$ cat src/rtl/traffic_input_cond.sv
// Input conditioning for fsm_traffic: sync, debounce, walk latch, 1 Hz tick.
// Define SENSOR_DEBOUNCE_EN to debounce the sensor path as well as walk.
module traffic_input_cond #(
  parameter int TICK_DIV  = 100_000_000,
  parameter int DB_CYCLES = 500_000
) (
  input  logic clock,
  input  logic rst,
  input  logic walk_btn,
  input  logic sensor_in,
  input  logic walk_ack,
  output logic walk_req,
  output logic sensor,
  output logic tick_1hz
);

  localparam int DBW =
    (DB_CYCLES > 1) ? $clog2(DB_CYCLES) : 1;
  localparam int TW = $clog2(TICK_DIV);
  localparam logic [DBW-1:0] DB_MAX =
    DBW'(DB_CYCLES - 1);
  localparam logic [TW-1:0] TICK_MAX =
    TW'(TICK_DIV - 1);

  logic           walk_s1;
  logic           walk_s2;
  logic           walk_db;
  logic           walk_db_q;
  logic [DBW-1:0] walk_cnt;
  logic           walk_rise;
  logic           sensor_s1;
  logic           sensor_s2;
  logic [TW-1:0]  tick_cnt;

  always_ff @(posedge clock or negedge rst) begin
    if (!rst) begin
      walk_s1  <= 1'b0;
      walk_s2  <= 1'b0;
      walk_db  <= 1'b0;
      walk_cnt <= '0;
    end else begin
      walk_s1 <= walk_btn;
      walk_s2 <= walk_s1;
      if (walk_s2 == walk_db) begin
        walk_cnt <= '0;
      end else if (walk_cnt == DB_MAX) begin
        walk_db  <= walk_s2;
        walk_cnt <= '0;
      end else begin
        walk_cnt <= walk_cnt + DBW'(1);
      end
    end
  end

  always_ff @(posedge clock or negedge rst) begin
    if (!rst) begin
      sensor_s1 <= 1'b0;
      sensor_s2 <= 1'b0;
    end else begin
      sensor_s1 <= sensor_in;
      sensor_s2 <= sensor_s1;
    end
  end

`ifdef SENSOR_DEBOUNCE_EN
  logic           sensor_db;
  logic [DBW-1:0] sensor_cnt;

  always_ff @(posedge clock or negedge rst) begin
    if (!rst) begin
      sensor_db  <= 1'b0;
      sensor_cnt <= '0;
    end else if (sensor_s2 == sensor_db) begin
      sensor_cnt <= '0;
    end else if (sensor_cnt == DB_MAX) begin
      sensor_db  <= sensor_s2;
      sensor_cnt <= '0;
    end else begin
      sensor_cnt <= sensor_cnt + DBW'(1);
    end
  end

  assign sensor = sensor_db;
`else
  assign sensor = sensor_s2;
`endif

  // A new press must win over a same-cycle ack
  assign walk_rise = walk_db & ~walk_db_q;

  always_ff @(posedge clock or negedge rst) begin
    if (!rst) begin
      walk_db_q <= 1'b0;
      walk_req  <= 1'b0;
    end else begin
      walk_db_q <= walk_db;
      walk_req  <= walk_rise | (walk_req & ~walk_ack);
    end
  end

  always_ff @(posedge clock or negedge rst) begin
    if (!rst) begin
      tick_cnt <= '0;
      tick_1hz <= 1'b0;
    end else begin
      tick_1hz <= (tick_cnt == TICK_MAX);
      if (tick_cnt == TICK_MAX) begin
        tick_cnt <= '0;
      end else begin
        tick_cnt <= tick_cnt + TW'(1);
      end
    end
  end

endmodule

$ cat config.mk
export PLATFORM = sky130hd
export DESIGN_NAME = traffic_input_cond
export DESIGN_NICKNAME = d
export VERILOG_FILES = /design/src/rtl/traffic_input_cond.sv
export SDC_FILE = /design/constraint.sdc
export NUM_CORES = 1
export LEC_CHECK = 0
export ABC_AREA = 1
export BUFFER_PORTS_ARGS = -buffer_cell sky130_fd_sc_hd__buf_4
export CORE_ASPECT_RATIO = 1.1
export CORE_UTILIZATION = 50
export CTS_BUF_LIST = sky130_fd_sc_hd__clkbuf_4
export DETAILED_ROUTE_END_ITERATION = 10
export PLACE_DENSITY_LB_ADDON = 0.08
export RECOVER_POWER = 100
export SETUP_SLACK_MARGIN = 0.1
export SYNTH_ARGS = -nofsm -noshare
export SYNTH_HDL_FRONTEND = slang
export SYNTH_SLANG_ARGS = --single-unit
$ cat constraint.sdc
create_clock -name clock -period 1.9 [get_ports clock]
set_clock_uncertainty 0.1 [all_clocks]
set_input_delay 0.19 -clock clock [delete_from_list [all_inputs] [get_ports clock]]
set_output_delay 0.19 -clock clock [all_outputs]
set_load 0.05 [all_outputs]
==> results of run 1 <==
report_power, final:
part	switching [W]	total, W	internal [W]	leakage [nW]
Combinational	0.0000410	0.0000591	0.0000181	0.849
Clock	0.000366	0.000527	0.000161	0.0356
Sequential	0.00000695	0.00117	0.00116	0.728
Total	0.000414	0.00175	0.00134	1.61
what timing repair did:
item	in CTS	in global routing
hold buffers	4	0
gates resized for setup	0	5
endpoints found under the hold margin	57	0
endpoints found under the setup margin	0	13
setup buffers	0	0
area by class of cell:
type | count | area (um2)
fillers | 591 | 2550
multi-input cells | 312 | 1480
flip-flops and latches | 54 | 1350
inverters | 56 | 213
well taps | 77 | 96.3
repair buffers | 13 | 93.8
clock buffers | 6 | 45.0
clock inverters | 2 | 13.8
through the flow:
| stage | instances | util (%) |
|---|---|---|
| global route | 520 | 56.3 |
| global placement | 508 | 54.9 |
| finish | 520 | 56.3 |
| detailed placement | 508 | 54.9 |
| CTS | 520 | 56.5 |
| floorplan | 424 | - |
worst paths after layout:
path / from / endpoint / slack (ns) / depth (start not counted)
max: walk_cnt[0] / walk_cnt[8] / 0.25 / 6
min: sensor_s1 / sensor / 0.27 / 0
max reg2reg: walk_cnt[0] / walk_cnt[8] / 0.25 / 6
min reg2reg: sensor_s1 / sensor / 0.27 / 0
max in group asynchronous: rst / walk_cnt[13] / 0.37 / 2
min in group asynchronous: rst / walk_cnt[4] / 0.52 / 2
cell usage after synthesis (all sizes together):
cell type	number	share of area (%)
a211oi	1	0.25
a21oi	3	0.49
and2	2	0.41
buf	1	0.37
clkbuf	1	0.12
dfrtp	54	44
ha	2	0.82
inv	56	6.9
nand2	118	15
nand3	29	4.8
nand3b	1	0.25
nand4	8	1.6
nor2	119	17
nor3	3	0.49
nor3b	2	0.49
o21ai	1	0.16
o21bai	3	0.86
o22ai	1	0.20
xnor2	7	2.0
xor2	12	3.4
flip-flops by register name, indices dropped and copies added (netlist names):
name       count
walk_s1        1
walk_db        1
tick_cnt      27
walk_req       1
sensor_s1      1
walk_db_q      1
sensor         1
tick_1hz       1
walk_s2        1
walk_cnt      19
routing by layer:
layer / part of all wire, % / wire length, um / track usage (%) / up-vias
li1: - / - / - / 1327
met1: 43 / 2780 / 25.8 / 1208
met2: 51 / 3290 / 40.4 / 43
met3: 2.7 / 174 / 3.17 / 20
met4: 3.8 / 244 / 11.2 / 0
met5: 0 / 0 / 0 / -
cells by family (layout without fill, tap and decap cells):
logic type,Yosys count,count (layout),synth area share (%)
buffers and inverters,58,77,7.37
adder cells (fa/ha/maj),2,2,0.819
AND/OR/NAND/NOR,282,282,40.2
XOR/XNOR,19,19,5.45
AO/OA/AOI/OAI,9,9,1.97
flip-flops,54,54,44.2
critical path, delay by kind of cell, from the launching register on:
family | cells | cell delay [ns]
fa+ha+maj | 1 | 0.23
flops | 1 | 0.42
compound gates | 1 | 0.32
simple gates | 4 | 0.47
==> results.ini, run 1 <==
[run_status]
status = complete, no violations

[logic_synthesis]
avgSynthCellArea_um2 = 7.21
synthDistinctLibCells = 26
syn_inst = 424
synth_seq_cells = 54
ys_warn_count = 0
synthesis.nets = 431
synth_area_um2 = 3060
ys_seq_area_share_pct = 44.2

[critical_path]
crit_type = register to register
critPathSlowestCell = dfrtp_1
path_max_fanout = 6
endpoint_kind = register
cp_cell_sequence = ha_1, nand2_1, nor2_4, nand3_2, o21bai_2, nor3_1
cp.arrival_ns = 1.82
critical_path.startpoint_type = register
worst_path_largest_cell_delay_ns = 0.42
crit_required_ns = 2.07

[grt]
grt_pass1_wl_um = 11400
antenna_found_initial = 0
overflow = 0
grt_usage_pct = 22.4
grt_pass1_vias = 2566
grt_max_degree = 55

[hold_path]
hp-class = register to register

[final_layout]
antenna-diode-count = 0
syn2layout_area_growth_pct = 7.66
fin_area_um2 = 3290
final_cell_mix = nand2_1 (112), nor2_1 (109), inv_1 (54), dfrtp_1 (54), nand3_1 (28)
final_common_cell = nand2_1
drive_gt1_share_pct = 7.67
final_nets = 449

[placed_design]
gp_congestion = 0.925
postPlaceCellArea_um2 = 3200
dp_hpwl_um = 4890
dp_slack_ns = 0.177
io_buffers = 7

[power]
p_leak_nw = 1.61
ir_drop_uv = 271
cellPowerDensity_nw_per_um2 = 533
power_w = 0.00175

[floorplan]
die_x_um = 76.5
initial_utilization_pct = 52.3
row_count = 29
ios = 8
core_area_um2 = 5840
die_y_um = 84.0
die_area_um2 = 6430

[clocking]
cts_root_buf = clkbuf_4
cts_tree = yes
insertion_delay_ns = 0.37
cts_buffers = 5
htreeDepth = 2
clockBufferDepth = 2
path_clk_slew_ns = 0.16
cts.sinks = 54

[sta]
setup_violations = 0
worst_slew_pin_slew_ns = 1.33
finalSetupTns_ns = 0
whs_ns = 0.269
fmax_ghz = 0.605
worst_slack_ns = 0.247
hold_viol = 0
layout_min_cycle_time_ns = 1.65
fin_crit_sh_pct = 87.0
grt_setup_unrepaired = false
slew_viol_final = 0
maxSlewHeadroom_pct = 11.6

[routing]
drtIter0Drc = 113
firstDrtPassIters = 4
via_count = 2598
routed_via_density = 5.00
wirelength_um = 6490
drc_errors = 0
wl_per_cell_um = 12.5
ant_nets = 0

[run]
max-cap-violations = 0

No activity file was read; power rests on OpenSTA's default activity.
==> run 2: changes to the inputs <==
Settings changed: CORE_UTILIZATION 50 to 55, CTS_BUF_LIST sky130_fd_sc_hd__clkbuf_4 to sky130_fd_sc_hd__clkbuf_16.
==> results.ini, run 2 (synthesis results as in run 1) <==
[power]
clkPwrFrac_pct = 45.4  ; +15 points
ir_drop_uv = 484  ; +79%
switching_power_w = 0.000447  ; +8.0%
pwr-share-seq_pct = 52.0  ; -15 points
power_w = 0.00224  ; +28%
combPwrFrac_pct = 2.6  ; -0.8 points
p_sw_share_pct = 20.0  ; -3.7 points
internal_power_w = 0.00179  ; +34%
p_leak_nw = 1.64  ; +1.5%
cellPowerDensity_nw_per_um2 = 666  ; +25%

[clocking]
cts_buffers = 5  ; unchanged
clockBufferDepth = 2  ; unchanged
cts_root_buf = clkbuf_16
cts_tree = yes
insertion_delay_ns = 0.29  ; -0.08 ns
path_clk_slew_ns = 0.07  ; -0.09 ns
cts.sinks = 54  ; unchanged
htreeDepth = 2  ; unchanged

[critical_path]
worst_path_largest_cell_delay_ns = 0.38  ; -0.04 ns
crit_type = register to register
endpoint_kind = register
critPathSlowestCell = dfrtp_1
cp.arrival_ns = 1.79  ; -0.03 ns
cp_cell_sequence = ha_1, nand2_1, nor2_2, nand3_1, o21bai_2, nor3_1
reg2reg_slack_ns = 0.17  ; -0.08 ns
cp_top_family = simple AND/OR/NAND/NOR gates
path_buf_inv = 0  ; unchanged
critical_path.startpoint_type = register
path_max_fanout = 6  ; unchanged
crit_required_ns = 1.96  ; -0.11 ns
reg2reg_from = walk_cnt[0]
critPathLaunch = walk_cnt[0]

[placed_design]
gp_congestion = 0.939  ; +1.5%
io_buffers = 7  ; unchanged
dp_hpwl_um = 4690  ; -4.0%

[final_layout]
utilization_pct = 62.8  ; +6.5 points
final_common_cell = nand2_1
final_cell_mix = nand2_1 (111), nor2_1 (110), inv_1 (55)
largestRegisters = tick_cnt: 27 flops, walk_cnt: 19 flops
largest_reg_flops = 27  ; unchanged
final_nets = 448  ; -0.22%
drive_gt1_share_pct = 7.01  ; -0.66 points
syn2layout_area_growth_pct = 10.2
top_register = tick_cnt
fillers = 516  ; -13%
antenna-diode-count = 0  ; unchanged

[floorplan]
initial_utilization_pct = 57.0  ; +4.7 points
die_area_um2 = 5860  ; -8.9%
row_count = 28  ; -3.4%
die_x_um = 73.1  ; -4.5%
ios = 8  ; unchanged
core_area_um2 = 5360  ; -8.2%
die_y_um = 80.2  ; -4.5%

[routing]
wirelength_um = 6290  ; -3.2%
via_count = 2571  ; -1.0%
ant_nets = 0  ; unchanged
wl_per_cell_um = 12.2  ; -2.7%
drtIter0Drc = 180  ; +59%
routed_via_density = 4.97  ; -0.47%
drc_errors = 0  ; unchanged
firstDrtPassIters = 4  ; unchanged

[grt]
grt_max_degree = 55  ; unchanged
antenna_found_initial = 0  ; unchanged
overflow = 0  ; unchanged
grt_pass1_wl_um = 11200  ; -1.3%
grt_pass1_vias = 2587  ; +0.82%
grt_usage_pct = 24.8  ; +2.4 points

[sta]
layout_min_cycle_time_ns = 1.73  ; +0.0752 ns
slew_viol_final = 0  ; unchanged
worst_slew_pin_slew_ns = 1.17  ; -0.160 ns
finalSetupTns_ns = 0  ; unchanged
fmax_ghz = 0.579  ; -4.4%
whs_ns = 0.252  ; -0.0176 ns
fin_crit_sh_pct = 91.0  ; +4.0 points
setup_violations = 0  ; unchanged
hold_viol = 0  ; unchanged
grt_setup_unrepaired = false
maxSlewHeadroom_pct = 22.2  ; +11 points

[run_status]
status = complete, no violations

[hold_path]
hp-class = register to register
hold_start = sensor_s1

[run]
max-cap-violations = 0  ; unchanged

## run 2: changes by cell type in the layout (fill, tap and decap cells not counted), sizes merged
cell / before / now
clkinvlp: 0 / 1
clkbuf: 12 / 11
buf: 3 / 2
clkinv: 2 / 0
inv: 56 / 57
bufinv: 0 / 1
## run 2: per-layer routing
metal	vias to the layer above	global-route usage [%]	share of wire, %
met2	56	43.4	52
met3	17	3.26	2.7
li1	1320	-	-
met5	-	0	0
met1	1178	28.9	42
met4	0	13.9	3.9
## run 2: timing repair
action	4_1_cts	5_1_grt
hold endpoints to repair	57	0
gates resized for setup	0	2
setup endpoints to repair	0	7
hold buffers	4	0
buffers inserted	0	0
## run 2: through the flow
step / std cells / setup slack (ns) / instance area [um2]
finish: 517 / 0.172 / 3370
global route: 517 / 0.0522 / 3370
CTS: 517 / 0.162 / 3400
detailed placement: 505 / 0.181 / 3190
global placement: 505 / 0.227 / 3190
floorplan: 424 / 0.446 / 3060
## run 2: cell type report
type / instances / area, um2 / area share (%)
multi-input combinational: 312 / 1460 / 43.3
sequential: 54 / 1350 / 40.1
timing repair buffer: 12 / 86.3 / 2.56
clock buffer: 5 / 125 / 3.72
tap: 75 / 93.8 / 2.79
inverter: 56 / 213 / 6.32
clock inverter: 3 / 41.3 / 1.23
## run 2: worst paths after layout
path / endpoint / cells past startpoint
max: walk_cnt[8] / 6
min: sensor / 0
max reg2reg: walk_cnt[8] / 6
min reg2reg: sensor / 0
max in group asynchronous: tick_cnt[22] / 2
min in group asynchronous: walk_cnt[4] / 2
## run 2: power by group through the flow
stage / clock network, W / logic [W] / registers, W
2_1_floorplan: 0 / 0.0000154 / 0.00119
3_3_place_gp: 0 / 0.0000558 / 0.00119
3_5_place_dp: 0 / 0.0000570 / 0.00119
4_1_cts: 0.00105 / 0.0000637 / 0.00116
5_1_grt: 0.00108 / 0.0000674 / 0.00117
6_report: 0.00102 / 0.0000582 / 0.00116
